--- config.mk ---
export PLATFORM = sky130hd
export DESIGN_NAME = regfile_sb
export DESIGN_NICKNAME = d
export VERILOG_FILES = /design/src/rtl/regfile_pkg.sv /design/src/rtl/regfile_scoreboard.sv /design/src/rtl/regfile_sb.sv
export SDC_FILE = /design/constraint.sdc
export NUM_CORES = 2
export LEC_CHECK = 0
export BUFFER_PORTS_ARGS = -buffer_cell sky130_fd_sc_hd__buf_2
export CELL_PAD_IN_SITES_DETAIL_PLACEMENT = 1
export CELL_PAD_IN_SITES_GLOBAL_PLACEMENT = 1
export CORE_MARGIN = 2
export CORE_UTILIZATION = 24
export CTS_CLUSTER_DIAMETER = 200
export DETAILED_ROUTE_END_ITERATION = 12
export MAX_ROUTING_LAYER = met4
export PLACE_DENSITY = 0.47
export SLEW_MARGIN = 5
export SYNTH_ARGS = -nofsm -noshare
export SYNTH_HDL_FRONTEND = slang
export SYNTH_SLANG_ARGS = --single-unit
--- constraint.sdc ---
create_clock -name CLK -period 5.9 [get_ports CLK]
set_clock_uncertainty 0.1 [all_clocks]
set_input_delay 0.59 -clock CLK [delete_from_list [all_inputs] [get_ports CLK]]
set_output_delay 0.59 -clock CLK [all_outputs]
set_load 0.02 [all_outputs]
--- src/rtl/regfile_pkg.sv ---
// -----------------------------------------------------------------------------
// regfile_pkg
// Shared definitions for the integer register file and its scoreboard:
//   XLEN_DEFAULT / NUM_REGS_DEFAULT : default data width and register count
//   addr_width()                    : address width for a given register count
//   rf_state_e                      : init-sweep FSM encoding
// -----------------------------------------------------------------------------
package regfile_pkg;

  localparam int XLEN_DEFAULT     = 64;
  localparam int NUM_REGS_DEFAULT = 32;

  // Address width for a register count. It never returns less than 1, so a
  // two-entry file still gets a usable address bit.
  function automatic int addr_width(input int num_regs);
    return (num_regs > 2) ? $clog2(num_regs) : 1;
  endfunction

  typedef enum logic {
    INIT = 1'b0,
    RUN  = 1'b1
  } rf_state_e;

endpackage

--- src/rtl/regfile_scoreboard.sv ---
// -----------------------------------------------------------------------------
// regfile_scoreboard
// Busy bit per architectural register. A long-latency op that has been issued
// sets the busy bit of its destination. When its result is written back, that
// bit is cleared. If a set and a clear hit the same register in the same
// cycle, the set wins. Register 0 is never busy. All bits clear asynchronously
// on reset.
//
// Ports:
//   clk       clock, rising edge
//   rst       asynchronous active-high reset, clears every busy bit
//   set_en    mark set_addr busy at the next edge
//   set_addr  register to mark busy
//   clr_en    mark clr_addr not busy at the next edge
//   clr_addr  register to release
//   busy      registered busy vector, bit 0 constant 0
// -----------------------------------------------------------------------------
module regfile_scoreboard
  import regfile_pkg::*;
#(
  parameter  int NUM_REGS = NUM_REGS_DEFAULT,
  localparam int AW       = addr_width(NUM_REGS)
) (
  input  logic                clk,
  input  logic                rst,
  input  logic                set_en,
  input  logic [AW-1:0]       set_addr,
  input  logic                clr_en,
  input  logic [AW-1:0]       clr_addr,
  output logic [NUM_REGS-1:0] busy
);

  logic [NUM_REGS-1:0] busy_q;
  logic [NUM_REGS-1:0] busy_d;
  logic [NUM_REGS-1:0] set_vec;
  logic [NUM_REGS-1:0] clr_vec;

  always_comb begin
    set_vec = '0;
    clr_vec = '0;
    if (set_en) set_vec[set_addr] = 1'b1;
    if (clr_en) clr_vec[clr_addr] = 1'b1;
    // The clear is applied before the set, so the set wins on a same-address
    // collision.
    busy_d    = (busy_q & ~clr_vec) | set_vec;
    busy_d[0] = 1'b0;
  end

  always_ff @(posedge clk or posedge rst) begin
    if (rst) begin
      busy_q <= '0;
    end else begin
      busy_q <= busy_d;
    end
  end

  assign busy = busy_q;

endmodule

--- src/rtl/regfile_sb.sv ---
// -----------------------------------------------------------------------------
// regfile_sb
// Integer register file for the RV64IM core. It contains a built-in
// scoreboard and a second write-back path for long-latency (MUL/DIV) results.
// The storage array has no reset, so it stays RAM-inferable. After reset, an
// init sweep clears one entry per clock. Read ports are combinational, and
// same-cycle write forwarding is optional.
//
// FSM states:
//   state | meaning
//   INIT  | sweep writes 0 to entry[cnt_q] each edge; ports ignored, READY=0
//   RUN   | normal operation until the next reset
//
// Ports:
//   CLK, RESET        clock (rising edge), asynchronous active-high reset
//   READY             init sweep finished, file usable
//   R_ADDR/R_DATA     NUM_READ packed read ports (address / data)
//   R_BUSY            scoreboard bit of each addressed register
//   WR_EN/ADDR/DATA   primary (ALU) write port, has priority
//   RSV_EN/RSV_ADDR   reserve destination of an issued long-latency op
//   LL_VALID/ADDR/DATA long-latency write-back request
//   LL_READY          long-latency result accepted this cycle
//   SB_BUSY           full scoreboard vector
// -----------------------------------------------------------------------------
module regfile_sb
  import regfile_pkg::*;
#(
  parameter  int XLEN     = XLEN_DEFAULT,
  parameter  int NUM_REGS = NUM_REGS_DEFAULT,
  parameter  int NUM_READ = 2,
  parameter  int BYPASS   = 1,
  localparam int AW       = addr_width(NUM_REGS)
) (
  input  logic                     CLK,
  input  logic                     RESET,
  output logic                     READY,
  input  logic [NUM_READ*AW-1:0]   R_ADDR,
  output logic [NUM_READ*XLEN-1:0] R_DATA,
  output logic [NUM_READ-1:0]      R_BUSY,
  input  logic                     WR_EN,
  input  logic [AW-1:0]            WR_ADDR,
  input  logic [XLEN-1:0]          WR_DATA,
  input  logic                     RSV_EN,
  input  logic [AW-1:0]            RSV_ADDR,
  input  logic                     LL_VALID,
  input  logic [AW-1:0]            LL_ADDR,
  input  logic [XLEN-1:0]          LL_DATA,
  output logic                     LL_READY,
  output logic [NUM_REGS-1:0]      SB_BUSY
);

  rf_state_e state_q, state_d;
  logic [AW-1:0] cnt_q, cnt_d;
  logic          ready;

  logic [XLEN-1:0] mem [NUM_REGS];
  logic            mem_we;
  logic [AW-1:0]   mem_waddr;
  logic [XLEN-1:0] mem_wdata;

  logic                ll_xfer;
  logic                wr_fwd;
  logic [NUM_REGS-1:0] sb_busy;

  // ---------------------------------------------------------------------------
  // Init sweep FSM
  // ---------------------------------------------------------------------------
  always_ff @(posedge CLK or posedge RESET) begin
    if (RESET) begin
      state_q <= INIT;
      cnt_q   <= '0;
    end else begin
      state_q <= state_d;
      cnt_q   <= cnt_d;
    end
  end

  always_comb begin
    state_d = state_q;
    cnt_d   = cnt_q;
    case (state_q)
      INIT: begin
        cnt_d = cnt_q + AW'(1);
        if (cnt_q == AW'(NUM_REGS - 1)) state_d = RUN;
      end
      RUN:     state_d = RUN;
      default: state_d = INIT;
    endcase
  end

  assign ready = (state_q == RUN);
  assign READY = ready;

  // ---------------------------------------------------------------------------
  // Write arbitration: sweep, then primary, then long-latency
  // ---------------------------------------------------------------------------
  // The LL port stalls whenever the primary port wants the single array write.
  assign LL_READY = ready & ~WR_EN;
  assign ll_xfer  = LL_VALID & LL_READY;
  assign wr_fwd   = ready & WR_EN;

  always_comb begin
    mem_we    = 1'b0;
    mem_waddr = '0;
    mem_wdata = '0;
    if (!ready) begin
      mem_we    = 1'b1;
      mem_waddr = cnt_q;
    end else if (WR_EN) begin
      mem_we    = (WR_ADDR != '0);
      mem_waddr = WR_ADDR;
      mem_wdata = WR_DATA;
    end else if (ll_xfer) begin
      // A transfer to x0 still completes the handshake; only the write is dropped.
      mem_we    = (LL_ADDR != '0);
      mem_waddr = LL_ADDR;
      mem_wdata = LL_DATA;
    end
  end

  // No reset on the array, so it can map to RAM. The sweep handles clearing.
  always_ff @(posedge CLK) begin
    if (mem_we) mem[mem_waddr] <= mem_wdata;
  end

  // ---------------------------------------------------------------------------
  // Scoreboard
  // ---------------------------------------------------------------------------
  regfile_scoreboard #(
    .NUM_REGS (NUM_REGS)
  ) u_scoreboard (
    .clk      (CLK),
    .rst      (RESET),
    .set_en   (ready & RSV_EN),
    .set_addr (RSV_ADDR),
    .clr_en   (ll_xfer),
    .clr_addr (LL_ADDR),
    .busy     (sb_busy)
  );

  assign SB_BUSY = sb_busy;

  // ---------------------------------------------------------------------------
  // Read ports with optional same-cycle forwarding
  // ---------------------------------------------------------------------------
  for (genvar gi = 0; gi < NUM_READ; gi++) begin : g_rd
    logic [AW-1:0]   addr;
    logic [XLEN-1:0] data;
    logic            busy;

    assign addr = R_ADDR[gi*AW +: AW];

    always_comb begin
      data = mem[addr];
      busy = sb_busy[addr];
      if (BYPASS != 0) begin
        if (wr_fwd && (WR_ADDR == addr)) begin
          data = WR_DATA;
        end else if (ll_xfer && (LL_ADDR == addr)) begin
          // The result that is landing now also releases the register.
          data = LL_DATA;
          busy = 1'b0;
        end
      end
      // During the sweep the array still holds stale data, so reads are masked.
      if (!ready || (addr == '0)) begin
        data = '0;
        busy = 1'b0;
      end
    end

    assign R_DATA[gi*XLEN +: XLEN] = data;
    assign R_BUSY[gi]              = busy;
  end

endmodule

==> out/metrics.yaml <==
outcome: "completed"
setup_ws_ns: 0.981
gp_congestion: 0.869
rrSetupSlack_ns: 1.90
worst_hold_slack_ns: 0.0881
syn_nets: 5145
grt_antenna_before_repair: 19
synthFlopType: "edfxtp_1"
clk_latency_ns: 0.94
hold_viol_final: 0
grt_pass1_vias: 62623
relSlewSlack_pct: 7.50
ctsResizeCount: 0
cp-startpoint: "READY$_DFF_PP0_"
drv_cap: 0
use_met3_pct: 2.45
yosys_warnings: 0
p_switching_mw: 8.93
cts_root_buffer: "clkbuf_16"
min-delay-start: "LL_DATA[48]"
die-area_mm2: 0.415
dr_total_vias: 59339
synth.most_common_cell: "edfxtp_1"
timing.rr.start: "READY$_DFF_PP0_"
grt_util_met1_pct: 24.3
layout-drive-gt1-share_pct: 37.3
synth_area_leaders: "edfxtp_1 62%, mux4_2 24%, a22o_1 2.1%"
grt.met2_usage_pct: 34.6
synth-seq-cells: 2085
r2r_cells: 6
crit_required_ns: 5.21
period_minus_slack_ns: 4.92
cts_max_level: 4
coreArea_mm2: 0.409
setup_tns_ns: 0
rows: 235
peakVddDrop_mv: 0.234
grt_usage_pct: 20.2
busiest_layer: "met2"
synth_top_area_cell: "edfxtp_1"
viasPerCell: 5.37
whs_path_depth: 2
grt_max_degree: 87
whs_endpoint: "mem[9][48]$_DFFE_PP_"
hold_path.class: "in2reg"
seq_area_frac_synth_pct: 63.4
synthArstFlopShare_pct: 1.77
io_buffers: 320
cts_tree: "built"
p_int_mw: 26.3
ant_nets: 0
syn_inst: 4985
power_frac_comb_pct: 11.1
sw_frac_of_total_pct: 25.4
synth_area_per_cell_um2: 19.7
worstSetupPathType: "reg2out"
overflow: 0
period_share_pct: 83.4
wl_per_cell_um: 37.6
start_util_pct: 24.1
fin_util_pct: 28.5
synthToLayoutAreaGrowth_pct: 18.3
postCtsSetupBuffers: 0
synth_commonest_cells: "2048 x edfxtp_1, 1042 x mux4_2, 254 x clkbuf_1"
postPlaceCellArea_mm2: 0.109
clkPwrFrac_pct: 41.9
slew_viol_final: 0
dp_hpwl_um: 259000
design_area_mm2: 0.116
fp.dieW_um: 644
ios: 322
critPathCaptureType: "output pin"
worstMarginPinSlew_ns: 1.39
synth_area_mm2: 0.0984
remaining_drc_errors: 0
cts_buffer_depth: 4
startpoint_type: "flop"
p_seq_share_pct: 47.0
pwr_density_cell_mw_per_mm2: 303
p_leak_nw: 38.7
place_ws_ns: 0.967
wirelength_um: 415000
nNetsFinal: 5552
synth_edf_count: 2048
cts_made_buffers: 235
cp_max_fo: 25
path_clk_slew_ns: 0.06
dr.pass1.iters: 7
cts.sinks: 2085
synth_top_cell_area_share_pct: 62.5
worstReg2RegEnd: "mem[25][5]$_DFFE_PP_"
rsz0062_at_grt: "false"
setup_viol: 0
grt_pass1_wl_um: 565000
synth.distinct_cells: 58
fmax_mhz: 203
drtIter0Drc: 6722
cp.arrival_ns: 4.23
die_h_um: 644
-- worst max path at each step --
stage / endpoint / slack [ns]
after detailed placement: R_DATA[110] / 0.97
final: R_DATA[46] / 0.98
after global routing: R_DATA[126] / 0.91
after global placement: R_DATA[126] / 0.26
after CTS: R_DATA[46] / 0.87
after floorplan: mem[4][0]$_DFFE_PP_ / 0.76
-- flip-flops by register name (all words and copies together) (netlist names) --
signal,cells
READY,1
u_scoreboard.busy,31
mem,2048
cnt_q,5
-- timing repair --
| action | in CTS | in global routing |
|---|---|---|
| hold buffers | 5 | 0 |
| endpoints found under the hold margin | 66 | 0 |
| endpoints found under the setup margin | 0 | 0 |
-- power by group through the flow --
stage	sequential (mW)	clock [mW]	combinational [mW]
global placement	16.9	0	3.91
CTS	16.6	15.1	3.94
floorplan	16.9	0	2.02
global route	16.6	15.6	4.03
detailed placement	16.9	0	3.93
finish	16.6	14.8	3.90
-- critical path, stage by stage, from the launching register on --
cell	delay [ns]
dfrtp_1	0.46
buf_4	0.36
nand2_2	0.66
nor4_1	1.10
a211o_1	0.41
buf_2	0.24
-- area by class of cell --
type | instances | area [µm²]
Inverter | 6 | 22.5
Multi-Input combinational cell | 2432 | 34300
Clock buffer | 287 | 6160
Clock inverter | 133 | 1360
Timing Repair Buffer | 632 | 5260
Fill cell | 41752 | 293000
Antenna cell | 16 | 40.0
Sequential cell | 2085 | 62400
Tap cell | 5451 | 6820
-- placed cells by master (no fill, tap or decap), types with 8 or more instances in the layout --
cell / n
edfxtp_1: 2048
mux4_2: 1042
buf_2: 311
clkbuf_16: 239
a22o_1: 235
buf_4: 209
mux2i_1: 200
o22ai_1: 150
buf_12: 98
a211o_1: 82
a22oi_1: 70
nor2_1: 65
nor4_1: 63
o21ai_0: 60
o221ai_1: 54
a211oi_1: 53
clkbuf_1: 48
clkinv_2: 45
clkinv_1: 43
dfrtp_1: 37
nor2_4: 33
a221oi_1: 32
a21oi_1: 31
nand2_1: 28
bufinv_16: 26
o21ai_1: 25
nor4b_1: 25
a21o_1: 23
o32ai_1: 23
xor2_1: 18
diode_2: 16
nand3b_1: 14
clkinvlp_4: 11
and2_4: 8
nor3_1: 8
-- metrics by stage --
stage               cells  power, mW
finish              11042       35.2
global route        11039       36.1
CTS                 11025       35.6
detailed placement  10600       20.8
global placement    10599       20.8
floorplan            4985       18.9
-- metal layers --
layer / up-vias / part of all wire, %
met4: 0 / 4.2
met2: 2158 / 51
met1: 33554 / 40
li1: 22997 / -
met3: 630 / 4.8
met5: - / 0
-- cell families after synthesis --
| group | synth area share (%) |
|---|---|
| muxes | 25.9 |
| buffers and inverters | 2.13 |
| other | 0.00381 |
| adders and majority gates | 0.0254 |
| DFF | 63.4 |
| xor gates and xnor gates | 0.205 |
| AOI/OAI and AO/OA | 6.68 |
| and+or+nand+nor | 1.65 |
Note: power is estimated with default switching activity, not from simulation.
